==> config.mk <==
export PLATFORM = sky130hd
export DESIGN_NAME = dds_pkt_parser
export DESIGN_NICKNAME = d
export VERILOG_FILES = /design/src/rtl/dds_pkt_pkg.sv /design/src/rtl/crc8_step.sv /design/src/rtl/dds_pkt_parser.sv
export SDC_FILE = /design/constraint.sdc
export NUM_CORES = 1
export LEC_CHECK = 0
export CAP_MARGIN = 20
export CORE_MARGIN = 2
export CORE_UTILIZATION = 55
export DETAILED_ROUTE_END_ITERATION = 10
export PLACE_DENSITY = 0.77
export SYNTH_ARGS = -nofsm -noshare
export SYNTH_HDL_FRONTEND = slang
export SYNTH_SLANG_ARGS = --single-unit
==> constraint.sdc <==
create_clock -name sys_clk -period 4.97 [get_ports sys_clk]
set_input_delay 1.491 -clock sys_clk [delete_from_list [all_inputs] [get_ports sys_clk]]
set_output_delay 1.491 -clock sys_clk [all_outputs]
set_load 0.05 [all_outputs]
==> src/rtl/dds_pkt_pkg.sv <==
// Shared constants, FSM state encoding and the decoded command record for the
// DDS command packet parser.
package dds_pkt_pkg;

    localparam logic [7:0]  PKT_HDR     = 8'h55;
    localparam logic [7:0]  PKT_FTR     = 8'hAA;
    localparam int unsigned PAYLOAD_LEN = 11;
    localparam logic [7:0]  CRC_POLY    = 8'h07;
    localparam logic [3:0]  LAST_IDX    = 4'(PAYLOAD_LEN - 1);

    typedef enum logic [1:0] {
        IDLE,
        PAYLOAD,
        CRC,
        FOOTER
    } state_t;

    typedef struct packed {
        logic [7:0]  func;
        logic [7:0]  ch;
        logic [7:0]  sta;
        logic [7:0]  duty;
        logic [15:0] dessert;
        logic [7:0]  pnum;
        logic [31:0] pat;
    } cmd_t;

    // Payload byte 0 is the first byte after the header.
    function automatic cmd_t unpack_payload(input logic [PAYLOAD_LEN-1:0][7:0] p);
        cmd_t c;
        c.func    = p[0];
        c.ch      = p[1];
        c.sta     = p[2];
        c.duty    = p[3];
        c.dessert = {p[4], p[5]};
        c.pnum    = p[6];
        c.pat     = {p[7], p[8], p[9], p[10]};
        return c;
    endfunction

endpackage

==> src/rtl/crc8_step.sv <==
// One-byte CRC-8 update (poly 0x07, MSB first, no reflection), purely
// combinational so the parser can fold a byte per rx_done.
module crc8_step
    import dds_pkt_pkg::*;
(
    input  logic [7:0] i_crc,
    input  logic [7:0] i_byte,
    output logic [7:0] o_next_crc
);

    logic [7:0] w_acc;

    always_comb begin
        w_acc = i_crc ^ i_byte;
        for (int k = 0; k < 8; k++) begin
            if (w_acc[7]) begin
                w_acc = {w_acc[6:0], 1'b0} ^ CRC_POLY;
            end else begin
                w_acc = {w_acc[6:0], 1'b0};
            end
        end
        o_next_crc = w_acc;
    end

endmodule

==> src/rtl/dds_pkt_parser.sv <==
// UART packet parser for DDS commands: 0x55, 11 payload bytes, CRC-8, 0xAA.
// Define PKT_STAT_EN to add saturating good/bad packet counters.
module dds_pkt_parser
    import dds_pkt_pkg::*;
#(
    parameter int CLK_FREQ    = 50_000_000,
    parameter int TIMEOUT_CYC = 50_000
)(
    input  logic        sys_clk,
    input  logic        sys_rst,
    input  logic [7:0]  rx_data,
    input  logic        rx_done,
    output logic        cmd_valid,
    output logic [7:0]  cmd_func,
    output logic [7:0]  cmd_ch,
    output logic [7:0]  cmd_sta,
    output logic [7:0]  cmd_duty,
    output logic [7:0]  cmd_pnum,
    output logic [15:0] cmd_dessert,
    output logic [31:0] cmd_pat,
    output logic        crc_err,
    output logic        frame_err,
    output logic        timeout_err,
    output logic        busy
`ifdef PKT_STAT_EN
    ,
    output logic [15:0] good_cnt,
    output logic [15:0] bad_cnt
`endif
);

    localparam int TW = $clog2(TIMEOUT_CYC + 1);
    localparam logic [TW-1:0] TMO_LAST = TW'(TIMEOUT_CYC - 1);

    if (CLK_FREQ < 1 || TIMEOUT_CYC < 1) begin : g_param_check
        $error("dds_pkt_parser: CLK_FREQ and TIMEOUT_CYC must be positive");
    end

    state_t                         r_state;
    state_t                         w_state_nxt;
    logic [3:0]                     r_idx;
    logic [7:0]                     r_crc;
    logic                           r_crc_ok;
    logic [PAYLOAD_LEN-1:0][7:0]    r_buf;
    logic [TW-1:0]                  r_tmo_cnt;
    cmd_t                           r_cmd;
    logic                           r_cmd_valid;
    logic                           r_crc_err;
    logic                           r_frame_err;
    logic                           r_tmo_err;
    logic                           w_valid_nxt;
    logic                           w_crc_err_nxt;
    logic                           w_frame_err_nxt;
    logic                           w_tmo_hit;
    logic [7:0]                     w_crc_step;

    crc8_step u_crc8_step (
        .i_crc      (r_crc),
        .i_byte     (rx_data),
        .o_next_crc (w_crc_step)
    );

    // This cycle is the TIMEOUT_CYC-th consecutive one without a byte.
    assign w_tmo_hit = (r_state != IDLE) && !rx_done && (r_tmo_cnt == TMO_LAST);

    always_comb begin
        w_state_nxt     = r_state;
        w_valid_nxt     = 1'b0;
        w_crc_err_nxt   = 1'b0;
        w_frame_err_nxt = 1'b0;
        if (w_tmo_hit) begin
            w_state_nxt = IDLE;
        end else if (rx_done) begin
            case (r_state)
                IDLE:    if (rx_data == PKT_HDR) w_state_nxt = PAYLOAD;
                PAYLOAD: if (r_idx == LAST_IDX) w_state_nxt = CRC;
                CRC:     w_state_nxt = FOOTER;
                FOOTER: begin
                    w_state_nxt = IDLE;
                    if (rx_data != PKT_FTR) begin
                        w_frame_err_nxt = 1'b1;
                    end else if (r_crc_ok) begin
                        w_valid_nxt = 1'b1;
                    end else begin
                        w_crc_err_nxt = 1'b1;
                    end
                end
                default: w_state_nxt = IDLE;
            endcase
        end
    end

    always_ff @(posedge sys_clk) begin
        if (sys_rst) begin
            r_state     <= IDLE;
            r_idx       <= '0;
            r_crc       <= '0;
            r_crc_ok    <= 1'b0;
            r_buf       <= '0;
            r_tmo_cnt   <= '0;
            r_cmd       <= '0;
            r_cmd_valid <= 1'b0;
            r_crc_err   <= 1'b0;
            r_frame_err <= 1'b0;
            r_tmo_err   <= 1'b0;
        end else begin
            r_state     <= w_state_nxt;
            r_cmd_valid <= w_valid_nxt;
            r_crc_err   <= w_crc_err_nxt;
            r_frame_err <= w_frame_err_nxt;
            r_tmo_err   <= w_tmo_hit;

            if (r_state == IDLE || rx_done || w_tmo_hit) begin
                r_tmo_cnt <= '0;
            end else begin
                r_tmo_cnt <= r_tmo_cnt + TW'(1);
            end

            if (rx_done) begin
                case (r_state)
                    IDLE: begin
                        if (rx_data == PKT_HDR) begin
                            r_idx <= '0;
                            r_crc <= '0;
                        end
                    end
                    PAYLOAD: begin
                        r_buf[r_idx] <= rx_data;
                        r_idx        <= r_idx + 4'd1;
                        r_crc        <= w_crc_step;
                    end
                    CRC:     r_crc_ok <= (rx_data == r_crc);
                    default: ;
                endcase
            end

            // Only an accepted packet may replace the held command fields.
            if (w_valid_nxt) begin
                r_cmd <= unpack_payload(r_buf);
            end
        end
    end

    assign cmd_valid   = r_cmd_valid;
    assign cmd_func    = r_cmd.func;
    assign cmd_ch      = r_cmd.ch;
    assign cmd_sta     = r_cmd.sta;
    assign cmd_duty    = r_cmd.duty;
    assign cmd_pnum    = r_cmd.pnum;
    assign cmd_dessert = r_cmd.dessert;
    assign cmd_pat     = r_cmd.pat;
    assign crc_err     = r_crc_err;
    assign frame_err   = r_frame_err;
    assign timeout_err = r_tmo_err;
    assign busy        = (r_state != IDLE);

`ifdef PKT_STAT_EN
    logic [15:0] r_good_cnt;
    logic [15:0] r_bad_cnt;

    always_ff @(posedge sys_clk) begin
        if (sys_rst) begin
            r_good_cnt <= '0;
            r_bad_cnt  <= '0;
        end else begin
            if (r_cmd_valid && r_good_cnt != 16'hFFFF) begin
                r_good_cnt <= r_good_cnt + 16'd1;
            end
            if ((r_crc_err || r_frame_err || r_tmo_err) && r_bad_cnt != 16'hFFFF) begin
                r_bad_cnt <= r_bad_cnt + 16'd1;
            end
        end
    end

    assign good_cnt = r_good_cnt;
    assign bad_cnt  = r_bad_cnt;
`endif

endmodule

# Yosys cells after proc, flatten, opt, wreduce, memory -nomap -nowiden
# Index checks and enable logic that the tools add are counted.
dict set report word_totals {
  regBits 211
  input_bits 11
  output_inout_bits 93
  wordCells 94
}
dict set report classes {
  add_sub_neg 2
  magnitude_cmp 2
  n_eq_ne 10
  n_mux 25
  n_bitwise 11
  reduce_logical 17
}
# operator n
set op_table {}
lappend op_table {{$bwmux W88} 1}
lappend op_table {{$demux W8 S4} 1}
lappend op_table {{$mux W3} 8}
lappend op_table {{$not A3 Y3} 8}
lappend op_table {{$add A16 B1 Y16 const B} 1}
lappend op_table {{$eq A16 B16 Y1 const B} 1}
lappend op_table {{$mux W8} 2}
lappend op_table {{$pmux W8 S2} 1}
lappend op_table {{$eq A8 B7 Y1 const B} 1}
lappend op_table {{$eq A8 B8 Y1} 1}
lappend op_table {{$ne A8 B8 Y1 const B} 1}
lappend op_table {{$pmux W2 S4} 1}
lappend op_table {{$pmux W4 S2} 1}
lappend op_table {{$xor A8 B8 Y8} 1}
lappend op_table {{$mux W1} 7}
lappend op_table {{$reduce_and A3 Y1} 2}
lappend op_table {{$lt A4 B5 Y1 const B} 1}
lappend op_table {{$reduce_or A5 Y1} 1}
lappend op_table {{$add A4 B1 Y4 const B} 1}
lappend op_table {{$eq A2 B2 Y1 const B} 2}
lappend op_table {{$eq A4 B4 Y1 const B} 1}
lappend op_table {{$ge A4 B1 Y1 const B} 1}
lappend op_table {{$mux W2} 2}
lappend op_table {{$mux W4} 1}
lappend op_table {{other kinds (12)} 19}

# Depth between registers and ports, before layout
dict set report logic_depth {
  depth_word 18
  mapped_depth 9
}

# Modules after synthesis
# From an unflattened synthesis, not the netlist that was laid out.
dict set report unflattened {
  hier_cells 990
  hier_area_um2 8036.5
}
# module n_inst cells_per_inst area_per_inst_um2
set modules_own_cells {}
lappend modules_own_cells {dds_pkt_parser 1 969 7852.5}
lappend modules_own_cells {crc8_step 1 21 183.9}

# Least setup slack after synthesis
# Ideal clock, no wire load.
dict set report synth_timing {
  path_type {input to register}
  startpoint {input port rx_data[4]}
  endpoint {register r_crc[2]}
  t_arrival_ps 2851
  required_ps 4896
  path_slack_ps 2045
  stages 6
  n_path_buf 1
  path_cell_list {clkbuf_1 > nand4bb_1 > o31ai_2 > nand2_1 > or4_1 > a31oi_1}
}
dict set report synth_via {
  elab_chain_len 3
}
# item line
set synth_lines {}
lappend synth_lines {{start: declaration} dds_pkt_parser.sv:11} ;# input logic [7:0] rx_data,
lappend synth_lines {{$eq A8 B7 Y1} dds_pkt_parser.sv:122} ;# if (rx_data == PKT_HDR) begin
lappend synth_lines {{$ne A2 B1 Y1 (no line)} n/a}
lappend synth_lines {{$reduce_and A3 Y1 (no line)} n/a}
lappend synth_lines {{end signal: assignment} dds_pkt_parser.sv:130} ;# r_crc <= w_crc_step;
lappend synth_lines {{end: declaration} dds_pkt_parser.sv:42} ;# logic [7:0] r_crc;
# Every way passes these cells.
# A chain may end at the register's enable or synchronous reset.

# Worst setup path after layout
dict set report layout_timing {
  startpoint {register r_state[0]}
  endpoint {output port busy}
}
dict set report layout_via {
  elab_chain_len 1
}
# item line
set layout_lines {}
lappend layout_lines {{start: declaration} dds_pkt_parser.sv:39} ;# state_t r_state;
lappend layout_lines {{start signal: assignment} dds_pkt_parser.sv:107} ;# r_state <= w_state_nxt;
lappend layout_lines {{$reduce_bool A2 Y1} dds_pkt_parser.sv:155} ;# assign busy = (r_state != IDLE);
lappend layout_lines {{end: declaration} dds_pkt_parser.sv:24} ;# output logic busy
# Every way passes these cells.

==> implementation parameters <==
Parameter                              Value

Floorplanning
  Initial Util    55.69%
  Number of I/O pins    104
  Die Span X    between 100 and 150 um
  Die Outline Area    15,530 um^2
  Number of rows in the core area    44
  Die Span Y    ~120 um
  Core area    14,370 um^2

Drt
  DRC Markers    0
  Detailed Routing Iterations Pass 1    5
  Post-route ant nets    0
  Total Routed Length    17.75 mm
  Via count normalized by instance count    between 5 and 6
  Violation count after the first detailed-routing iteration    612
  Routed wirelength normalized by instance count    15.15 um
  Via count of the routed design    6,217

Placement
  GPL Wtd Cong    0.8045
  Post-detail-place hpwl    between 10 and 15 mm
  Quantity of I/O buffers inserted on ports    roughly 100

Layout
  Area overhead of the layout relative to synthesis    22.89%
  Proportion of layout cells with a drive suffix above 1    5.668%
  Leading cell type in the layout, fill and taps excluded    dfxtp_1
  Layout Nets    998
  Multi-input combinational cell area    ~3500 um^2
  Footprint of the flip-flops and latches    4224 um^2
  Number of antenna repair diodes    0
  Filler instances    1,165
  Most used cells in the layout excluding fill and tap cells    dfxtp_1 (211), nand2_1 (189), nor2_1 (126)

CTS
  Setup Buffers After CTS    0
  Number of H-tree levels    1
  Worst-path clk slew    60 ps
  TritonCTS sink count    211
  CTS tree    built
  Number of buffers added to fix hold violations after cts    0
  Clock root buffer    clkbuf_16
  Clock tree buffer depth    3
  Resized cells post-CTS    0
  Clock latency on the worst-skew pair    500 ps
  Total clock buffers created by CTS    21

Yosys
  Mean post-synth cell area    8.912 um^2
  Synthesis Warnings    0
  Synth Net Count    921
  Seq cells post-synth    about 210
  Distinct cells, synth    37
  Ys async rst share    0%
  Post-synth EDFFs    0
  Total standard cell area after synthesis    roughly 8000 um^2
  Proportion of synthesized chip area in sequential cells    52.78%
  Synth Instances    898
  Most instantiated flip-flop cell in the synthesis netlist    dfxtp_1

Min path
  Worst hold-check path type    reg2reg
  Start point of the worst hold path    r_buf[15]
  Endpoint of the worst hold path    cmd_ch[7]
  Worst hold path cell count    2

Global routing
  Initial antenna violation count    0
  Global-route congestion overflow total    0
  Wire length of the first global-routing pass    slightly below 30 mm
  Vias in the first global route    5,863
  Pin count of the biggest net entering global routing    between 100 and 150
  Overall global routing resource usage    22.49%

Power
  Clock network power share    between 40% and 50%
  Proportion of power drawn by flip-flops and latches    between 50% and 60%
  Overall power consumption    0.003353 W
  Sw Pwr    0.0006897 W
  Power per standard cell area    about 340 nW/um^2
  Internal    0.002663 W
  Max VDD drop    between 300 and 400 uV
  Pleak    3.533 nW
  Switching share of total power    20.57%
  Combinational share of power    2.7%

STA
  Achievable clock frequency    0.2730 GHz
  Final count of pins violating max slew    0
  Final Hold Fails    0
  Final setup fails    0
  Setup total negative slack    0 ps
  Setup skew after layout    approximately 19 ps
  Time the final worst path needs with I/O delays and setup    3663 ps
  Headroom to the max-slew limit    31.62%
  Unrepaired setup endpoints after global routing    false
  Period utilisation layout    73.70%
  Measured slew at the worst slew-check pin    1026 ps

Flow run
  Number of maximum-capacitance violations    0

Critical path
  Category of the worst setup path launch point    register
  Reg-to-reg slack, setup    2690 ps
  Critical R2R Capture    r_crc[2]
  Path depth of the worst reg2reg path    7
  Worst-path fanout max    6
  Critical path start-end classification    reg2out
  Reg-to-Reg Start    r_state[0]
  WP data arrival    2170 ps
  Data required time at the worst endpoint    about 3500 ps
  Setup crit end kind    primary output

Run status
  Status    complete, no violations
==> cell type report <==
class,count,area share [%]
Clock buffer,30,6.501
Clock inverter,6,0.6234
Inverter,11,0.4198
Multi-Input combinational cell,614,35.55
Sequential cell,211,42.95
Tap cell,184,2.341
Timing Repair Buffer,116,11.62
==> per-stage QoR <==
step	hold slack (ps)	instances	util [%]	worst slack [ps]	area, um^2
3_3_place_gp	436.8	1136	63.57	1140	9134
5_1_grt	457.7	1172	68.44	1233	9834
4_1_cts	445.6	1172	68.44	1293	9834
2_1_floorplan	426.1	898	-	2045	8003
3_5_place_dp	442.9	1136	63.57	1099	9134
6_report	439.4	1172	68.44	1307	9834
==> flip-flops by register name, indices dropped and copies added (netlist names), 2 cells and up <==
name,count
r_buf,88
cmd_pat,32
cmd_dessert,16
r_tmo_cnt,16
cmd_ch,8
cmd_duty,8
cmd_func,8
cmd_pnum,8
cmd_sta,8
r_crc,8
r_idx,4
r_state,2
==> routing by layer <==
layer | up-vias | global-route usage, % | wire length (um)
met5 | - | 0 | 0
met4 | 0 | 4.891 | 233
met2 | 154 | 38.89 | 8651
met3 | 26 | 3.050 | 831
met1 | 2934 | 30.13 | 8037
li1 | 3103 | - | -
==> worst max path at each step <==
stage	startpoint	slack, ps	endpoint	cells past startpoint
5_1_grt	r_state[0]	1230	busy	4
3_5_place_dp	rx_data[3]	1100	r_crc[2]	6
3_3_place_gp	rx_data[3]	1140	r_crc[2]	6
2_1_floorplan	rx_data[4]	2040	r_crc[2]	6
6_report	r_state[0]	1310	busy	4
4_1_cts	r_state[0]	1290	busy	4
==> power groups by stage <==
stage          combinational, W  sequential (W)  clock, W
2_1_floorplan         0.0000573         0.00173         0
3_3_place_gp          0.0000892         0.00173         0
3_5_place_dp          0.0000903         0.00173         0
4_1_cts               0.0000909         0.00169   0.00160
5_1_grt               0.0000974         0.00169   0.00167
6_report              0.0000915         0.00169   0.00157
==> cell usage after synthesis, drive strengths merged (2+ instances only) <==
library cell | count | area [um^2]
ha | 12 | 150.1
mux2i | 89 | 890.9
nand2b | 3 | 18.77
or3 | 4 | 25.02
and4 | 4 | 35.03
nor4 | 2 | 12.51
xnor2 | 21 | 191.4
or4 | 2 | 15.01
xor2 | 13 | 113.9
a21oi | 96 | 480.5
nand3 | 10 | 50.05
buf | 8 | 40.04
nand3b | 2 | 15.01
nand4 | 7 | 43.79
inv | 11 | 41.29
dfxtp | 211 | 4224
o21ai | 3 | 15.01
nor3 | 5 | 25.02
a22oi | 6 | 45.04
clkbuf | 54 | 202.7
nor2 | 130 | 498.0
nand2 | 189 | 709.4
nand4bb | 4 | 45.04
==> worst max-delay path: stages (launching register included) <==
cell,delay (ps)
dfxtp_1,380
inv_1,80
ha_1,260
inv_1,140
clkdlybuf4s50_1,820
==> cell families after synthesis <==
logic type | share of synthesized area, %
fa+ha+maj | 1.876
xor+xnor | 4.096
simple gates | 19.15
compound gates | 7.411
mux | 11.13
flops | 52.78
buf+inv | 3.549
Note: power is estimated with default switching activity, not from simulation.
